### config.mk
export PLATFORM = sky130hd
export DESIGN_NAME = uart_rx_pkt_ctrl
export DESIGN_NICKNAME = d
export VERILOG_FILES = /design/src/rtl/uart_rx_pkt_ctrl.sv
export SDC_FILE = /design/constraint.sdc
export NUM_CORES = 1
export LEC_CHECK = 0
export CAP_MARGIN = 0
export CORE_AREA = 2 2 98 138
export CTS_BUF_LIST = sky130_fd_sc_hd__clkbuf_4 sky130_fd_sc_hd__clkbuf_8
export CTS_CLUSTER_DIAMETER = 80
export CTS_CLUSTER_SIZE = 8
export DETAILED_ROUTE_END_ITERATION = 7
export DIE_AREA = 0 0 100 140
export MAX_ROUTING_LAYER = met4
export PLACE_DENSITY_LB_ADDON = 0.05
export SETUP_SLACK_MARGIN = 0.15
export SYNTH_ARGS = -nofsm -noshare
export SYNTH_HDL_FRONTEND = slang
export SYNTH_SLANG_ARGS = --single-unit
### constraint.sdc
create_clock -name i_clk -period 4.23 [get_ports i_clk]
set_input_delay 1.0575 -clock i_clk [delete_from_list [all_inputs] [get_ports i_clk]]
set_output_delay 1.0575 -clock i_clk [all_outputs]
set_load 0.005 [all_outputs]
### src/rtl/uart_rx_pkt_ctrl.sv
// uart_rx_pkt_ctrl: packet framer behind uart_rx.
// Hunts SYNC_BYTE, reads LEN, streams LEN payload bytes into a small FIFO
// drained by a valid/ready consumer, then pulses o_pkt_done with a status word.
// Optional feature macro: UART_PKT_CKSUM_EN adds a trailing checksum byte
// (sum of LEN, payload and checksum must be 0 mod 256) and status bit 3.
module uart_rx_pkt_ctrl #(
    parameter logic [7:0]  SYNC_BYTE    = 8'hA5,
    parameter int unsigned MAX_LEN      = 16,
    parameter int unsigned FIFO_DEPTH   = 8,
    parameter int unsigned TIMEOUT_CLKS = 1024
) (
    input  logic       i_clk,
    input  logic       i_rst,
    input  logic [7:0] i_rx_data,
    input  logic       i_rx_valid,
    output logic [7:0] o_byte,
    output logic       o_byte_valid,
    input  logic       i_byte_ready,
    output logic       o_pkt_done,
    output logic [3:0] o_pkt_status,
    output logic       o_busy
);

    localparam int unsigned   AW        = (FIFO_DEPTH > 1) ? $clog2(FIFO_DEPTH) : 1;
    localparam int unsigned   CW        = AW + 1;
    localparam logic [CW-1:0] DEPTH_C   = CW'(FIFO_DEPTH);
    localparam logic [7:0]    MAX_LEN_C = 8'(MAX_LEN);
    localparam logic [15:0]   TIMEOUT_C = 16'(TIMEOUT_CLKS);

    typedef enum logic [1:0] {
        ST_HUNT    = 2'd0,
        ST_LEN     = 2'd1,
`ifdef UART_PKT_CKSUM_EN
        ST_CKSUM   = 2'd3,
`endif
        ST_PAYLOAD = 2'd2
    } state_t;

`ifdef UART_PKT_CKSUM_EN
    // A frame is good when the running sum plus the checksum byte wraps to zero.
    function automatic logic cksum_bad(input logic [7:0] sum, input logic [7:0] b);
        logic [7:0] total;
        total = sum + b;
        return (total != 8'h00);
    endfunction

    logic [7:0]    sum_r;
`endif

    state_t        state_r;
    logic [7:0]    remaining_r;
    logic          ovf_r;
    logic [15:0]   timer_r;

    logic [7:0]    mem_r [FIFO_DEPTH];
    logic [AW-1:0] wr_ptr_r;
    logic [AW-1:0] rd_ptr_r;
    logic [CW-1:0] count_r;

    logic          push_s;
    logic          pop_s;
    logic          full_s;
    logic          push_ok_s;
    logic          ovf_now_s;
    logic [AW-1:0] rd_nxt_s;
    logic [CW-1:0] count_nxt_s;
    logic [7:0]    head_nxt_s;
    logic [15:0]   timer_nxt_s;
    logic          timeout_s;

    // FIFO control: push/pop qualification and next head value for the registered output.
    always_comb begin
        push_s      = (state_r == ST_PAYLOAD) && i_rx_valid;
        pop_s       = (count_r != {CW{1'b0}}) && i_byte_ready;
        full_s      = (count_r == DEPTH_C);
        push_ok_s   = push_s && (!full_s || pop_s);
        ovf_now_s   = push_s && full_s && !pop_s;
        rd_nxt_s    = pop_s ? (rd_ptr_r + AW'(1)) : rd_ptr_r;
        count_nxt_s = count_r + {{(CW-1){1'b0}}, push_ok_s} - {{(CW-1){1'b0}}, pop_s};
        // When the FIFO drains to the slot being written this cycle, bypass the incoming byte.
        if (push_ok_s && (rd_nxt_s == wr_ptr_r)) begin
            head_nxt_s = i_rx_data;
        end else begin
            head_nxt_s = mem_r[rd_nxt_s];
        end
    end

    // Inter-byte idle timer: cleared by any strobe or while hunting, saturates at the limit.
    always_comb begin
        if (i_rx_valid || (state_r == ST_HUNT)) begin
            timer_nxt_s = 16'd0;
        end else if (timer_r >= TIMEOUT_C) begin
            timer_nxt_s = TIMEOUT_C;
        end else begin
            timer_nxt_s = timer_r + 16'd1;
        end
        timeout_s = (state_r != ST_HUNT) && !i_rx_valid && (timer_nxt_s == TIMEOUT_C);
    end

    // FIFO storage: payload bytes written at the tail.
    always_ff @(posedge i_clk) begin
        if (push_ok_s) begin
            mem_r[wr_ptr_r] <= i_rx_data;
        end
    end

    // FIFO pointers, occupancy and registered head/valid outputs.
    always_ff @(posedge i_clk) begin
        if (i_rst) begin
            wr_ptr_r     <= {AW{1'b0}};
            rd_ptr_r     <= {AW{1'b0}};
            count_r      <= {CW{1'b0}};
            o_byte_valid <= 1'b0;
            o_byte       <= 8'h00;
        end else begin
            if (push_ok_s) begin
                wr_ptr_r <= wr_ptr_r + AW'(1);
            end
            rd_ptr_r     <= rd_nxt_s;
            count_r      <= count_nxt_s;
            o_byte_valid <= (count_nxt_s != {CW{1'b0}});
            if (count_nxt_s != {CW{1'b0}}) begin
                o_byte <= head_nxt_s;
            end
        end
    end

    // Frame FSM with registered done pulse, status and busy flag.
    always_ff @(posedge i_clk) begin
        if (i_rst) begin
            state_r      <= ST_HUNT;
            remaining_r  <= 8'h00;
            ovf_r        <= 1'b0;
            timer_r      <= 16'd0;
            o_pkt_done   <= 1'b0;
            o_pkt_status <= 4'h0;
            o_busy       <= 1'b0;
`ifdef UART_PKT_CKSUM_EN
            sum_r        <= 8'h00;
`endif
        end else begin
            timer_r    <= timer_nxt_s;
            o_pkt_done <= 1'b0;
            case (state_r)
                ST_HUNT: begin
                    if (i_rx_valid && (i_rx_data == SYNC_BYTE)) begin
                        state_r <= ST_LEN;
                        ovf_r   <= 1'b0;
                        o_busy  <= 1'b1;
                    end
                end
                ST_LEN: begin
                    if (i_rx_valid) begin
                        if ((i_rx_data == 8'h00) || (i_rx_data > MAX_LEN_C)) begin
                            o_pkt_done   <= 1'b1;
                            o_pkt_status <= 4'b0001;
                            state_r      <= ST_HUNT;
                            o_busy       <= 1'b0;
                        end else begin
                            remaining_r <= i_rx_data;
`ifdef UART_PKT_CKSUM_EN
                            sum_r       <= i_rx_data;
`endif
                            state_r     <= ST_PAYLOAD;
                        end
                    end else if (timeout_s) begin
                        o_pkt_done   <= 1'b1;
                        o_pkt_status <= {1'b0, ovf_r, 1'b1, 1'b0};
                        state_r      <= ST_HUNT;
                        o_busy       <= 1'b0;
                    end
                end
                ST_PAYLOAD: begin
                    if (i_rx_valid) begin
                        remaining_r <= remaining_r - 8'd1;
                        if (ovf_now_s) begin
                            ovf_r <= 1'b1;
                        end
`ifdef UART_PKT_CKSUM_EN
                        sum_r <= sum_r + i_rx_data;
                        if (remaining_r == 8'd1) begin
                            state_r <= ST_CKSUM;
                        end
`else
                        if (remaining_r == 8'd1) begin
                            o_pkt_done   <= 1'b1;
                            o_pkt_status <= {1'b0, (ovf_r | ovf_now_s), 2'b00};
                            state_r      <= ST_HUNT;
                            o_busy       <= 1'b0;
                        end
`endif
                    end else if (timeout_s) begin
                        o_pkt_done   <= 1'b1;
                        o_pkt_status <= {1'b0, ovf_r, 1'b1, 1'b0};
                        state_r      <= ST_HUNT;
                        o_busy       <= 1'b0;
                    end
                end
`ifdef UART_PKT_CKSUM_EN
                ST_CKSUM: begin
                    if (i_rx_valid) begin
                        o_pkt_done   <= 1'b1;
                        o_pkt_status <= {cksum_bad(sum_r, i_rx_data), ovf_r, 2'b00};
                        state_r      <= ST_HUNT;
                        o_busy       <= 1'b0;
                    end else if (timeout_s) begin
                        o_pkt_done   <= 1'b1;
                        o_pkt_status <= {1'b0, ovf_r, 1'b1, 1'b0};
                        state_r      <= ST_HUNT;
                        o_busy       <= 1'b0;
                    end
                end
`endif
                default: begin
                    state_r <= ST_HUNT;
                    o_busy  <= 1'b0;
                end
            endcase
        end
    end

endmodule

# Yosys cells after proc, flatten, opt, wreduce, memory -nomap -nowiden
# Memories as Yosys holds them, arrays and structs flattened. A register that Yosys moved wholly into a read port is not among the register bits.
# Index checks and enable logic that the tools add are counted.
dict set report totals {
  in_bits 12
  n_memories 1
  wordCells 99
  mem_bits_rw 64
  regBits 44
}
# memory words word_bits rd rd_clocked_by_memory_dff write_ports line
set memory_table {}
lappend memory_table {mem_r 8 8 1 1 1 55} ;# logic [7:0] mem_r [FIFO_DEPTH];
dict set report op_classes {
  n_bitwise 1
  n_eq_ne 13
  n_reduce_logical 26
  n_mux 39
  n_lt_le_gt_ge 2
  add_sub_neg 6
}
# cell count
set op_table {}
lappend op_table {{two-way mux 16 bit} 2}
lappend op_table {{two-way mux 8 bit} 3}
lappend op_table {{two-way mux 4 bit} 5}
lappend op_table {{adder 16 x 1 -> 16 bit, second input constant} 1}
lappend op_table {{== test 16 x 11 -> 1 bit, second input constant} 1}
lappend op_table {{>= comparator 16 x 11 -> 1 bit, second input constant} 1}
lappend op_table {{two-way mux 1 bit} 16}
lappend op_table {{case mux 8 bit (2 select lines)} 1}
lappend op_table {{two-way mux 2 bit} 6}
lappend op_table {{== test 8 x 1 -> 1 bit, second input constant} 1}
lappend op_table {{== test 8 bit, second input constant} 1}
lappend op_table {{greater-than comparator 8 x 5 -> 1 bit, second input constant} 1}
lappend op_table {{logical AND 1 bit} 8}
lappend op_table {{zero test 8 bit} 1}
lappend op_table {{!= test 2 bit, second input constant} 4}
lappend op_table {{case mux 4 bit (2 select lines)} 1}
lappend op_table {{AND reduction 4 bit} 2}
lappend op_table {{nonzero test 4 bit} 2}
lappend op_table {{subtractor 8 x 1 -> 8 bit, second input constant} 1}
lappend op_table {{adder 3 x 1 -> 3 bit, second input constant} 2}
lappend op_table {{case mux 2 bit (3 select lines)} 1}
lappend op_table {{AND reduction 3 bit} 2}
lappend op_table {{nonzero test 2 bit} 3}
lappend op_table {{adder 4 x 1 -> 4 bit} 1}
lappend op_table {{15 further kinds} 20}

# Logic depth before layout (Yosys ltp)
dict set report depth {
  word_depth 8
  mapped_depth 18
}

# Worst setup path after synthesis
# Ideal clock, no wire load.
dict set report synth_path {
  path_type {input to register}
  startpoint {input i_byte_ready}
  endpoint {register o_byte[7], read port of mem_r}
  setup_slack_ps 261
  t_required_ps 4143
  n_path_buf 1
  t_arrival_ps 3882
  setup_ps 87
  stages 16
  cell_sequence {nor2b_1 > nor4b_1 > nor2_1 > inv_2 > ha_1 > inv_1 > ha_1 > inv_1 > fa_1 > xor2_1 > nand3b_1 > inv_1 > a21oi_1 > nand2b_1 > buf_4 > o31ai_1}
}
dict set report synth_between {
  elab_chain_len 6
}
# item line
set synth_rtl {}
lappend synth_rtl {{start, declared} 18} ;# input logic i_byte_ready,
lappend synth_rtl {{logical AND 1 bit *} 74} ;# pop_s = (count_r != {CW{1'b0}}) && i_byte_ready;
lappend synth_rtl {{logical OR 1 bit} 76} ;# push_ok_s = push_s && (!full_s || pop_s);
lappend synth_rtl {{logical AND 1 bit} 76}
lappend synth_rtl {{adder 4 x 1 -> 4 bit} 79} ;# count_nxt_s = count_r + {{(CW-1){1'b0}}, push_ok_s} - {{(CW-1){1'b0}}, pop_s};
lappend synth_rtl {{subtractor 4 x 1 -> 4 bit} 79}
lappend synth_rtl {{nonzero test 4 bit} 122} ;# if (count_nxt_s != {CW{1'b0}}) begin
lappend synth_rtl {{end, declared} 16} ;# output logic [7:0] o_byte,
# Mark *: on every way between the ends. The rest lies on a longest branch, timed or not.
# A chain may end at the register's enable or synchronous reset.

# Final worst setup path
dict set report layout_path {
  startpoint {input i_byte_ready}
  endpoint {register o_byte[3], read port of mem_r}
}
# The elaborated chain is that of the path after synthesis.

==> flow_summary_export.csv <==
group,metric,value,unit
global_routing,grt_pass1_wl,21100,um
critical_path,cp_num_buf_inv,5,
yosys,yosysSeqAreaShare,52.6,%
sta,fin_skew,0.00585,ns
critical_path,reg2reg_depth,16,
routing,wl_per_cell,19.9,um
critical_path,required,4.57,ns
critical_path,crit_path_cell_trace,"clkdlybuf4s50_1 > nor2b_1 > nor4b_2 > nor2_1 > inv_2 > ha_1 > inv_1 > ha_1 > inv_1 > fa_1 > xor2_1 > nand3b_1 > inv_1 > a21oi_1 > nand2b_1 > o31ai_1",
sta,slew_headroom,60.9,%
routing,vias,3828,
yosys,synth.cell_area,0.00563,sq mm
final_layout,register_area,0.00296,sq mm
placement,port_buffers,26,
routing,via_per_inst,5.75,
sta,worst_pin_slew,0.583,ns
routing,first_pass_iters,4,
placement,dp_hpwl,9130,um
clock_network,clk_latency,0.43,ns
floorplanning,die_y,140,um
sta,rsz0062_at_grt,"no",
critical_path,r2r-start,"count_r[2]",
routing,drc,0,
final_layout,final_cell_mix,"edfxtp_1 (64), dfxtp_1 (52), nor2_1 (44)",
global_routing,track_usage,20.8,%
final_layout,nFillCells,1107,
global_routing,grt_pass1_vias,3906,
yosys,synth_top_area_share,34.1,%
clock_network,cts_setup_buffers,0,
global_routing,grt_max_degree,35,
yosys,syn_area_per_cell,12.6,sq um
power,fin_total_pwr,3.48,mW
yosys,yosys_warnings,0,
final_layout,syn_to_final_growth,18.5,%
hold_path,holdPathEnd,"o_pkt_status[3]",
sta,maxSlewViolCount,0,
clock_network,cts_tree,"built",
routing,ant_nets,0,
routing,dr.first_iter.drc_count,160,
floorplanning,rows,49,
power,leakage,2.32,nW
critical_path,regToRegEndpoint,"o_byte[3]",
floorplanning,dieWidth,100,um
critical_path,critPathTopFamily,"simple AND/OR/NAND/NOR gates",
floorplanning,die-area,0.0140,sq mm
global_routing,overflow,0,
clock_network,htreeDepth,4,
sta,finalHoldViolations,0,
yosys,synthArstFlopShare,0,%
clock_network,cts_root_buffer,"clkbuf_8",
critical_path,cpMostUsedCell,"inv_1",
clock_network,cts_buffers,17,
clock_network,cts_buffer_depth,2,
yosys,synth_area_leaders,"edfxtp_1 (34%), dfxtp_1 (18%), mux4_2 (13%)",
power,irDropWorstVdd,0.000257,V
clock_network,clk_pin_slew,0.06,ns
floorplanning,core,0.0128,sq mm
final_layout,fin_nets,529,
sta,clock.fmax,0.272,GHz
critical_path,cpMaxStageDelayCell,"clkdlybuf4s50_1",
critical_path,end_kind,"flip-flop",
yosys,synth.distinct_cells,61,
critical_path,rrSetupSlack,1.00,ns
power,pwr_density_cell,522,mW/mm^2
sta,fin_crit,3.68,ns
hold_path,hold_path_startpoint,"o_pkt_status[3]",
sta,final.period_utilization,87.0,%
hold_path,hp-class,"flip-flop to flip-flop",
yosys,yosysTopAreaCell,"edfxtp_1",
yosys,synth-edff-count,64,
sta,setup_viol,0,
final_layout,multi_input_comb_area,0.00252,sq mm
final_layout,layout_commonest_cell,"edfxtp_1",
critical_path,max_stage_delay,0.41,ns
sta,hold_slack,0.477,ns
final_layout,drive_gt1_share,22.2,%
critical_path,path_class,"input port to flip-flop",
global_routing,antenna_found_initial,0,
floorplanning,io-pin-count,27,
clock_network,cts_sinks,116,
yosys,synth-seq-cells,116,
placement,place_congestion,0.843,
outcome,status,"complete, no violations",
final_layout,antenna_cells,0,
yosys,syn_inst,446,
routing,wirelength,13200,um
critical_path,cp_max_fo,8,
floorplanning,initial_core_util,44.2,%
critical_path,crit_arrival,4.02,ns
hold_path,holdPathStages,1,
flow_run,maxCapViolCount,0,
critical_path,cp-start-kind,"input port",
yosys,synthFlopType,"edfxtp_1",
critical_path,cp.depth,16,
[flip-flops by register name, summed over array words and instances (netlist names)]
register and count:
mem_r 64, wr_ptr_r 3, timer_r 16, rd_ptr_r 3
o_byte_valid 1, remaining_r 8, o_pkt_done 1, ovf_r 1
o_busy 1, o_byte 8, o_pkt_status 4, state_r 2
count_r 4
[cell usage after synthesis, types with 9 or more instances]
| master | instances |
|---|---|
| xnor2_1 | 11 |
| edfxtp_1 | 64 |
| a21oi_1 | 16 |
| nor2b_1 | 12 |
| dfxtp_1 | 52 |
| mux4_2 | 32 |
| clkbuf_1 | 16 |
| inv_1 | 19 |
| nand2_1 | 16 |
| o21ai_0 | 9 |
| ha_1 | 16 |
| nor2_1 | 44 |
| a211oi_1 | 16 |
[area by class of cell]
| cell class | instances | share of cell area, % |
|---|---|---|
| Sequential cell | 116 | 44.4 |
| Multi-Input combinational cell | 289 | 37.8 |
| Timing Repair Buffer | 55 | 7.35 |
| Clock buffer | 21 | 4.05 |
| Tap cell | 153 | 2.87 |
| Clock inverter | 11 | 2.36 |
| Inverter | 21 | 1.18 |
[power by group]
group	internal, mW	switching (mW)
sequential	1.26	0.0442
clock	0.670	0.440
combinational	0.547	0.523
[logic make-up after synthesis]
kind of cell,synth area share (%)
mux,14.9
flops,52.6
compound gates,9.64
other cells,0.0666
buf+inv,3.35
xor+xnor,2.80
simple gates,12.7
fa+ha+maj,3.91
[routing by layer]
layer	part of all wire, %	GRT usage [%]
met4	3.5	9.81
met1	41	24.8
met3	4.6	4.14
met2	51	33.9
met5	0	-
[through the flow]
step / std cells / util [%] / setup TNS [ns] / cell area, sq um / worst slack [ns]
2_1_floorplan: 450 / - / 0 / 5650 / 0.261
3_3_place_gp: 634 / 48.9 / 0 / 6240 / 0.171
3_5_place_dp: 634 / 48.9 / -0.214 / 6240 / -0.0464
4_1_cts: 666 / 52.3 / 0 / 6670 / 0.398
5_1_grt: 666 / 52.3 / 0 / 6670 / 0.281
6_report: 666 / 52.3 / 0 / 6670 / 0.549
[timing repair]
item	in CTS	in global routing
gates resized for setup	0	1
hold buffers	0	0
setup endpoints to repair	0	5
[worst max path at each step]
stage,startpoint,endpoint,slack (ns)
after floorplan,i_byte_ready,o_byte[7],0.26
after global placement,i_byte_ready,o_byte[7],0.17
after detailed placement,i_byte_ready,o_byte[3],-0.05
after CTS,i_byte_ready,o_byte[3],0.40
after global routing,i_byte_ready,o_byte[4],0.28
final,i_byte_ready,o_byte[3],0.55
No activity file was read; power rests on OpenSTA's default activity.
